<file path="src/rtl/bram_pkg.sv">
// Shared defaults and types for the BRAM write-back path.
package bram_pkg;

  localparam int unsigned DEF_DATA_W = 512;
  localparam int unsigned DEF_ADDR_W = 2;

  typedef enum logic [1:0] {
    IDLE  = 2'd0,
    WRITE = 2'd1,
    DONE  = 2'd2
  } wb_state_t;

  typedef logic [DEF_DATA_W-1:0] row_t;

endpackage

</file>
<file path="src/rtl/wb_fifo.sv">
// Show-ahead synchronous FIFO with registered full/empty flags.
module wb_fifo #(
  parameter int unsigned FIFO_DEPTH = 4,
  parameter int unsigned DATA_W     = 512
) (
  input  logic              clk,
  input  logic              rst,
  input  logic              push,
  input  logic [DATA_W-1:0] din,
  input  logic              pop,
  output logic [DATA_W-1:0] dout,
  output logic              full,
  output logic              empty
);

  localparam int unsigned PTR_W = $clog2(FIFO_DEPTH);
  localparam int unsigned CNT_W = PTR_W + 1;

  logic [DATA_W-1:0] mem [FIFO_DEPTH];
  logic [PTR_W-1:0]  wr_ptr;
  logic [PTR_W-1:0]  rd_ptr;
  logic [CNT_W-1:0]  count;
  logic [CNT_W-1:0]  count_nxt;
  logic              do_push;
  logic              do_pop;

  // Qualify requests; a push into a full FIFO is allowed only alongside a pop.
  always_comb begin
    do_pop    = pop && !empty;
    do_push   = push && (!full || do_pop);
    count_nxt = count + CNT_W'(do_push) - CNT_W'(do_pop);
  end

  // Pointers, occupancy and flags; flags are derived from the next count.
  always_ff @(posedge clk) begin
    if (rst) begin
      wr_ptr <= '0;
      rd_ptr <= '0;
      count  <= '0;
      full   <= 1'b0;
      empty  <= 1'b1;
    end else begin
      if (do_push) wr_ptr <= wr_ptr + PTR_W'(1);
      if (do_pop)  rd_ptr <= rd_ptr + PTR_W'(1);
      count <= count_nxt;
      full  <= (count_nxt == CNT_W'(FIFO_DEPTH));
      empty <= (count_nxt == '0);
    end
  end

  // Storage array; contents need no reset since the flags gate every read.
  always_ff @(posedge clk) begin
    if (do_push) mem[wr_ptr] <= din;
  end

  assign dout = mem[rd_ptr];

endmodule

</file>
<file path="src/rtl/bram_writeback.sv">
// Streams one frame of ROWS result rows into a BRAM write port.
module bram_writeback
  import bram_pkg::*;
#(
  parameter int unsigned DATA_W     = DEF_DATA_W,
  parameter int unsigned ADDR_W     = DEF_ADDR_W,
  parameter int unsigned ROWS       = 4,
  parameter int unsigned FIFO_DEPTH = 4
) (
  input  logic              clk,
  input  logic              rst,
  input  logic              start,
  input  logic [ADDR_W-1:0] base_addr,
  input  logic              s_valid,
  output logic              s_ready,
  input  logic [DATA_W-1:0] s_data,
  input  logic              wr_grant,
  output logic              bram_en,
  output logic              bram_we,
  output logic [ADDR_W-1:0] bram_addr,
  output logic [DATA_W-1:0] bram_din,
  output logic              busy,
  output logic              done
);

  localparam int unsigned CNT_W = $clog2(ROWS + 1);

  wb_state_t         state;
  wb_state_t         state_nxt;
  logic [CNT_W-1:0]  acc_cnt;
  logic [CNT_W-1:0]  wr_cnt;
  logic [ADDR_W-1:0] addr_ptr;

  logic              fifo_full;
  logic              fifo_empty;
  logic [DATA_W-1:0] fifo_dout;

  logic              push;
  logic              pop;
  logic              last_pop;

  logic              en_d;
  logic [ADDR_W-1:0] addr_d;
  logic [DATA_W-1:0] din_d;
  logic              busy_d;
  logic              done_d;

  wb_fifo #(
    .FIFO_DEPTH(FIFO_DEPTH),
    .DATA_W    (DATA_W)
  ) u_fifo (
    .clk  (clk),
    .rst  (rst),
    .push (push),
    .din  (s_data),
    .pop  (pop),
    .dout (fifo_dout),
    .full (fifo_full),
    .empty(fifo_empty)
  );

  // Handshake decode; ready depends only on registered state, never on wr_grant.
  always_comb begin
    s_ready  = 1'b0;
    push     = 1'b0;
    pop      = 1'b0;
    last_pop = 1'b0;
    if (state == WRITE) begin
      s_ready  = !fifo_full && (acc_cnt < CNT_W'(ROWS));
      push     = s_valid && s_ready;
      pop      = !fifo_empty && wr_grant;
      last_pop = pop && (wr_cnt == CNT_W'(ROWS - 1));
    end
  end

  // State register.
  always_ff @(posedge clk) begin
    if (rst) state <= IDLE;
    else     state <= state_nxt;
  end

  // Next-state logic.
  always_comb begin
    state_nxt = state;
    case (state)
      IDLE:    if (start) state_nxt = WRITE;
      WRITE:   if (last_pop) state_nxt = DONE;
      DONE:    state_nxt = IDLE;
      default: state_nxt = IDLE;
    endcase
  end

  // Next values of the registered BRAM port and status outputs.
  always_comb begin
    en_d   = pop;
    addr_d = bram_addr;
    din_d  = bram_din;
    busy_d = (state_nxt != IDLE);
    done_d = (state_nxt == DONE);
    if (pop) begin
      addr_d = addr_ptr;
      din_d  = fifo_dout;
    end
  end

  // Output registers.
  always_ff @(posedge clk) begin
    if (rst) begin
      bram_en   <= 1'b0;
      bram_we   <= 1'b0;
      bram_addr <= '0;
      bram_din  <= '0;
      busy      <= 1'b0;
      done      <= 1'b0;
    end else begin
      bram_en   <= en_d;
      bram_we   <= en_d;
      bram_addr <= addr_d;
      bram_din  <= din_d;
      busy      <= busy_d;
      done      <= done_d;
    end
  end

  // Frame counters; addr_ptr tracks (base + wr_cnt) and wraps naturally.
  always_ff @(posedge clk) begin
    if (rst) begin
      acc_cnt  <= '0;
      wr_cnt   <= '0;
      addr_ptr <= '0;
    end else if ((state == IDLE) && start) begin
      acc_cnt  <= '0;
      wr_cnt   <= '0;
      addr_ptr <= base_addr;
    end else begin
      if (push) acc_cnt <= acc_cnt + CNT_W'(1);
      if (pop) begin
        wr_cnt   <= wr_cnt + CNT_W'(1);
        addr_ptr <= addr_ptr + ADDR_W'(1);
      end
    end
  end

endmodule

</file>
<file path="config.mk">
export PLATFORM = sky130hd
export DESIGN_NAME = bram_writeback
export DESIGN_NICKNAME = d
export VERILOG_FILES = /design/src/rtl/bram_pkg.sv /design/src/rtl/wb_fifo.sv /design/src/rtl/bram_writeback.sv
export SDC_FILE = /design/constraint.sdc
export NUM_CORES = 2
export LEC_CHECK = 0
export BUFFER_PORTS_ARGS = -buffer_cell sky130_fd_sc_hd__buf_2
export CORE_MARGIN = 2
export CORE_UTILIZATION = 40
export CTS_BUF_LIST = sky130_fd_sc_hd__clkbuf_2 sky130_fd_sc_hd__clkbuf_4 sky130_fd_sc_hd__clkbuf_8
export DETAILED_ROUTE_END_ITERATION = 8
export HOLD_SLACK_MARGIN = 0.03
export SLEW_MARGIN = 25
export SYNTH_ARGS = -nofsm -noshare
export SYNTH_HDL_FRONTEND = slang
export SYNTH_SLANG_ARGS = --single-unit
</file>
<file path="constraint.sdc">
create_clock -name clk -period 13.6 [get_ports clk]
set_input_delay 0.68 -clock clk [delete_from_list [all_inputs] [get_ports clk]]
set_output_delay 0.68 -clock clk [all_outputs]
set_load 0.03 [all_outputs]
</file>
==> summary.txt <==
Clocking
  • Clk Latency, worst-skew pair: 1.04 ns
  • Sink Count: 2584
  • TritonCTS Buffers: 424
  • Post-CTS resize count: 0
  • CTS root buffer: clkbuf_8
  • Post-CTS Hold Fix Bufs: 521
  • CTS tree: built
  • Setup bufs post-CTS: 0
  • Clk pin slew, worst setup/hold paths: 0.06 ns
  • Max clock buf depth: 4
  • Htree depth: 5

Global route
  • Largest net degree at the start of global routing: 145
  • Grt ovf: 0
  • First-pass GRT wire length: 321100 µm
  • GR Util All Layers: 18.66%
  • Initial antenna violation count: 35
  • Vias in the first global route: 48377

Floorplan
  • Core area: 224700 µm²
  • Initial core utilization: 40.18%
  • Die H: 479.1 µm
  • Die Footprint: 229500 µm²
  • Row count: 174
  • Die W: 479.1 µm
  • IO Pins: 1038

Synthesis
  • Post-Syn Nets: 4457
  • Synth Instances: 3928
  • Ys async rst share: 0%
  • Number of flops mapped to enable cells by yosys: 2048
  • Top cell type's share of synthesized area: 68.12%
  • Post-synthesis cell type count: 39
  • Mean Syn Cell Area: 22.98 µm²
  • Post-synthesis sequential area ratio: 80.01%
  • Post-synth top flop: edfxtp_1
  • Synth warnings: 0
  • Leading area contributor after synthesis: edfxtp_1
  • Synth area leaders: edfxtp_1 68%, mux4_2 13%, dfxtp_1 12%
  • Post-Syn Area: 90270 µm²
  • Synth Register Bits: 2584

Setup path
  • Setup crit start kind: flop
  • Cells on worst reg2reg path: 6
  • Crit end category: flop
  • Worst reg-to-reg setup slack: 9.03 ns
  • Worst setup path category: flop to flop
  • CP required: 14.24 ns
  • RR Endpoint: u_fifo.mem[3][471]$_DFFE_PP_
  • Reg2reg start: state[1]$_SDFF_PP0_
  • Critical path data arrival time: 5.21 ns
  • Worst-path maximum fanout: 123

Min path
  • WHS Endpoint: u_fifo.mem[1][385]$_DFFE_PP_
  • Worst min-delay path startpoint: s_data[385]
  • Tightest Hold Check Type: input pin to flop
  • Hold Path Stages: 2

STA
  • Final min period: 4.570 ns
  • Fmax: 0.2188 GHz
  • Fin Hold WS: 0.3710 ns
  • Max Clock Skew: 0.09690 ns
  • Tcrit/Tclk final: 33.60%
  • Slew Limit Headroom: 21.91%
  • Worst-Margin Slew: 1.171 ns
  • Final setup vio count: 0
  • Final count of hold timing violations: 0
  • RSZ-0062 raised after global routing: false
  • Max Slew Vio Count: 0
  • Worst setup margin: 9.030 ns

Placed design
  • Placed instance area: 98430 µm²
  • HPWL after DPL: 132900 µm
  • Gp weighted congestion: 0.7916
  • PortBufs: 1037
  • Place WS: 8.902 ns

Routing
  • Routed WL: 220700 µm
  • DR DRC count: 0
  • ANT nets after route: 0
  • 1st-iter DRT viols: 3135
  • Vias: 46613
  • Routed len/inst: 24.23 µm
  • First-pass iteration count of the detailed router: 7
  • Vias/cell: 5.118

Layout
  • Commonest non-fill, non-tap cell in the layout: edfxtp_1
  • Final #Nets: 6269
  • Area Growth Syn to Fin: 24.92%
  • Design area: 112800 µm²
  • Most frequent cells in the layout: 2048 x edfxtp_1, 1037 x buf_2, 534 x dfxtp_1
  • Layout cells sized above 1: 38.77%

Status
  • Status: completed

Power
  • Power Total: 17.12 mW
  • Sw frac: 22.00%
  • Sw Pwr: 3.767 mW
  • Internal power: 13.35 mW
  • Peak supply drop: 0.1199 mV
  • Sequential share of power: 51.8%
  • Pwr dens: 151.8 nW/µm²
  • Combinational fraction of design power: 7.1%
  • Clock Power Share: 41.1%
  • Static Leak: 39.62 nW

Job
  • Maxcap violations: 0
[registers in the layout, summed over array words and instances (netlist names)]
| signal | flops |
|---|---|
| u_fifo.wr_ptr | 2 |
| u_fifo.full | 1 |
| bram_addr | 2 |
| done | 1 |
| bram_we | 1 |
| u_fifo.empty | 1 |
| acc_cnt | 3 |
| wr_cnt | 3 |
| state | 2 |
| u_fifo.rd_ptr | 2 |
| u_fifo.mem | 2048 |
| addr_ptr | 2 |
| bram_din | 512 |
| u_fifo.count | 3 |
| busy | 1 |
[critical path, cell delays in order (launching register included)]
cell	delay, ns
dfxtp_1	0.36
or4b_1	0.63
clkinv_1	0.20
and3_4	0.73
buf_4	0.57
buf_12	0.60
buf_4	0.78
[routing by layer]
metal	track usage, %	routed length [µm]
met1	23.69	88660
met2	30.45	108000
met3	5.356	16310
met4	6.991	7666
met5	0	107
[kinds of logic (layout without fill, tap and decap cells)]
logic type	after synthesis	count (layout)	synth area share, %
AO/OA/AOI/OAI	534	534	5.112
XOR/XNOR	3	3	0.04435
adder cells (fa/ha/maj)	10	10	0.1469
buffers and inverters	247	2409	1.673
flip-flops	2584	2584	80.01
multiplexers	512	512	12.77
other	0	25	0
AND/OR/NAND/NOR	38	38	0.2398
[cell usage after synthesis (2+ instances only)]
library cell,count
or3_1,2
o21ai_0,6
a22o_1,512
nor3_1,3
edfxtp_1,2048
nor2b_1,2
buf_6,51
nor4_1,2
nand3_1,3
clkbuf_1,26
nand2_1,10
and3_1,4
mux4_2,512
xnor2_1,2
a21oi_1,9
buf_2,109
inv_1,12
buf_4,16
nor2_1,6
a211oi_1,2
buf_1,30
dfxtp_1,536
ha_1,9
[final cells by class]
class	instances	area [µm²]
fill	18284	111900
timing repair buffer	1619	11050
clock inverter	98	782.0
tap	2992	3744
multi-input combinational	1097	16560
clock buffer	678	8280
sequential	2584	72240
antenna	25	62.56
inverter	14	52.55
[stage by stage]
| step | util [%] | std cells | TNS [ns] |
|---|---|---|---|
| 6_report | 50.19 | 9107 | 0 |
| 3_5_place_dp | 43.81 | 7785 | 0 |
| 4_1_cts | 50.16 | 9082 | 0 |
| 5_1_grt | 50.18 | 9100 | 0 |
| 2_1_floorplan | - | 3928 | -111.18 |
| 3_3_place_gp | 43.81 | 7785 | 0 |
[worst max-delay path by stage]
stage / startpoint / end / slack (ns)
floorplan: state[1]$_SDFF_PP0_ / u_fifo.mem[3][0]$_DFFE_PP_ / -0.22
global placement: state[1]$_SDFF_PP0_ / u_fifo.mem[2][57]$_DFFE_PP_ / 8.98
detailed placement: state[1]$_SDFF_PP0_ / u_fifo.mem[2][58]$_DFFE_PP_ / 8.90
CTS: state[1]$_SDFF_PP0_ / u_fifo.mem[2][62]$_DFFE_PP_ / 8.84
global route: state[1]$_SDFF_PP0_ / u_fifo.mem[2][62]$_DFFE_PP_ / 8.72
finish: state[1]$_SDFF_PP0_ / u_fifo.mem[3][471]$_DFFE_PP_ / 9.03
[power by group through the flow]
| stage | Combinational (mW) | Sequential, mW | Clock [mW] |
|---|---|---|---|
| 2_1_floorplan | 0.563 | 9.20 | 0 |
| 3_5_place_dp | 1.10 | 9.03 | 0 |
| 4_1_cts | 1.24 | 8.87 | 7.20 |
| 5_1_grt | 1.30 | 8.88 | 7.54 |
| 6_report | 1.22 | 8.87 | 7.04 |
| 3_3_place_gp | 1.08 | 9.02 | 0 |
Note: power is estimated with default switching activity, not from simulation.
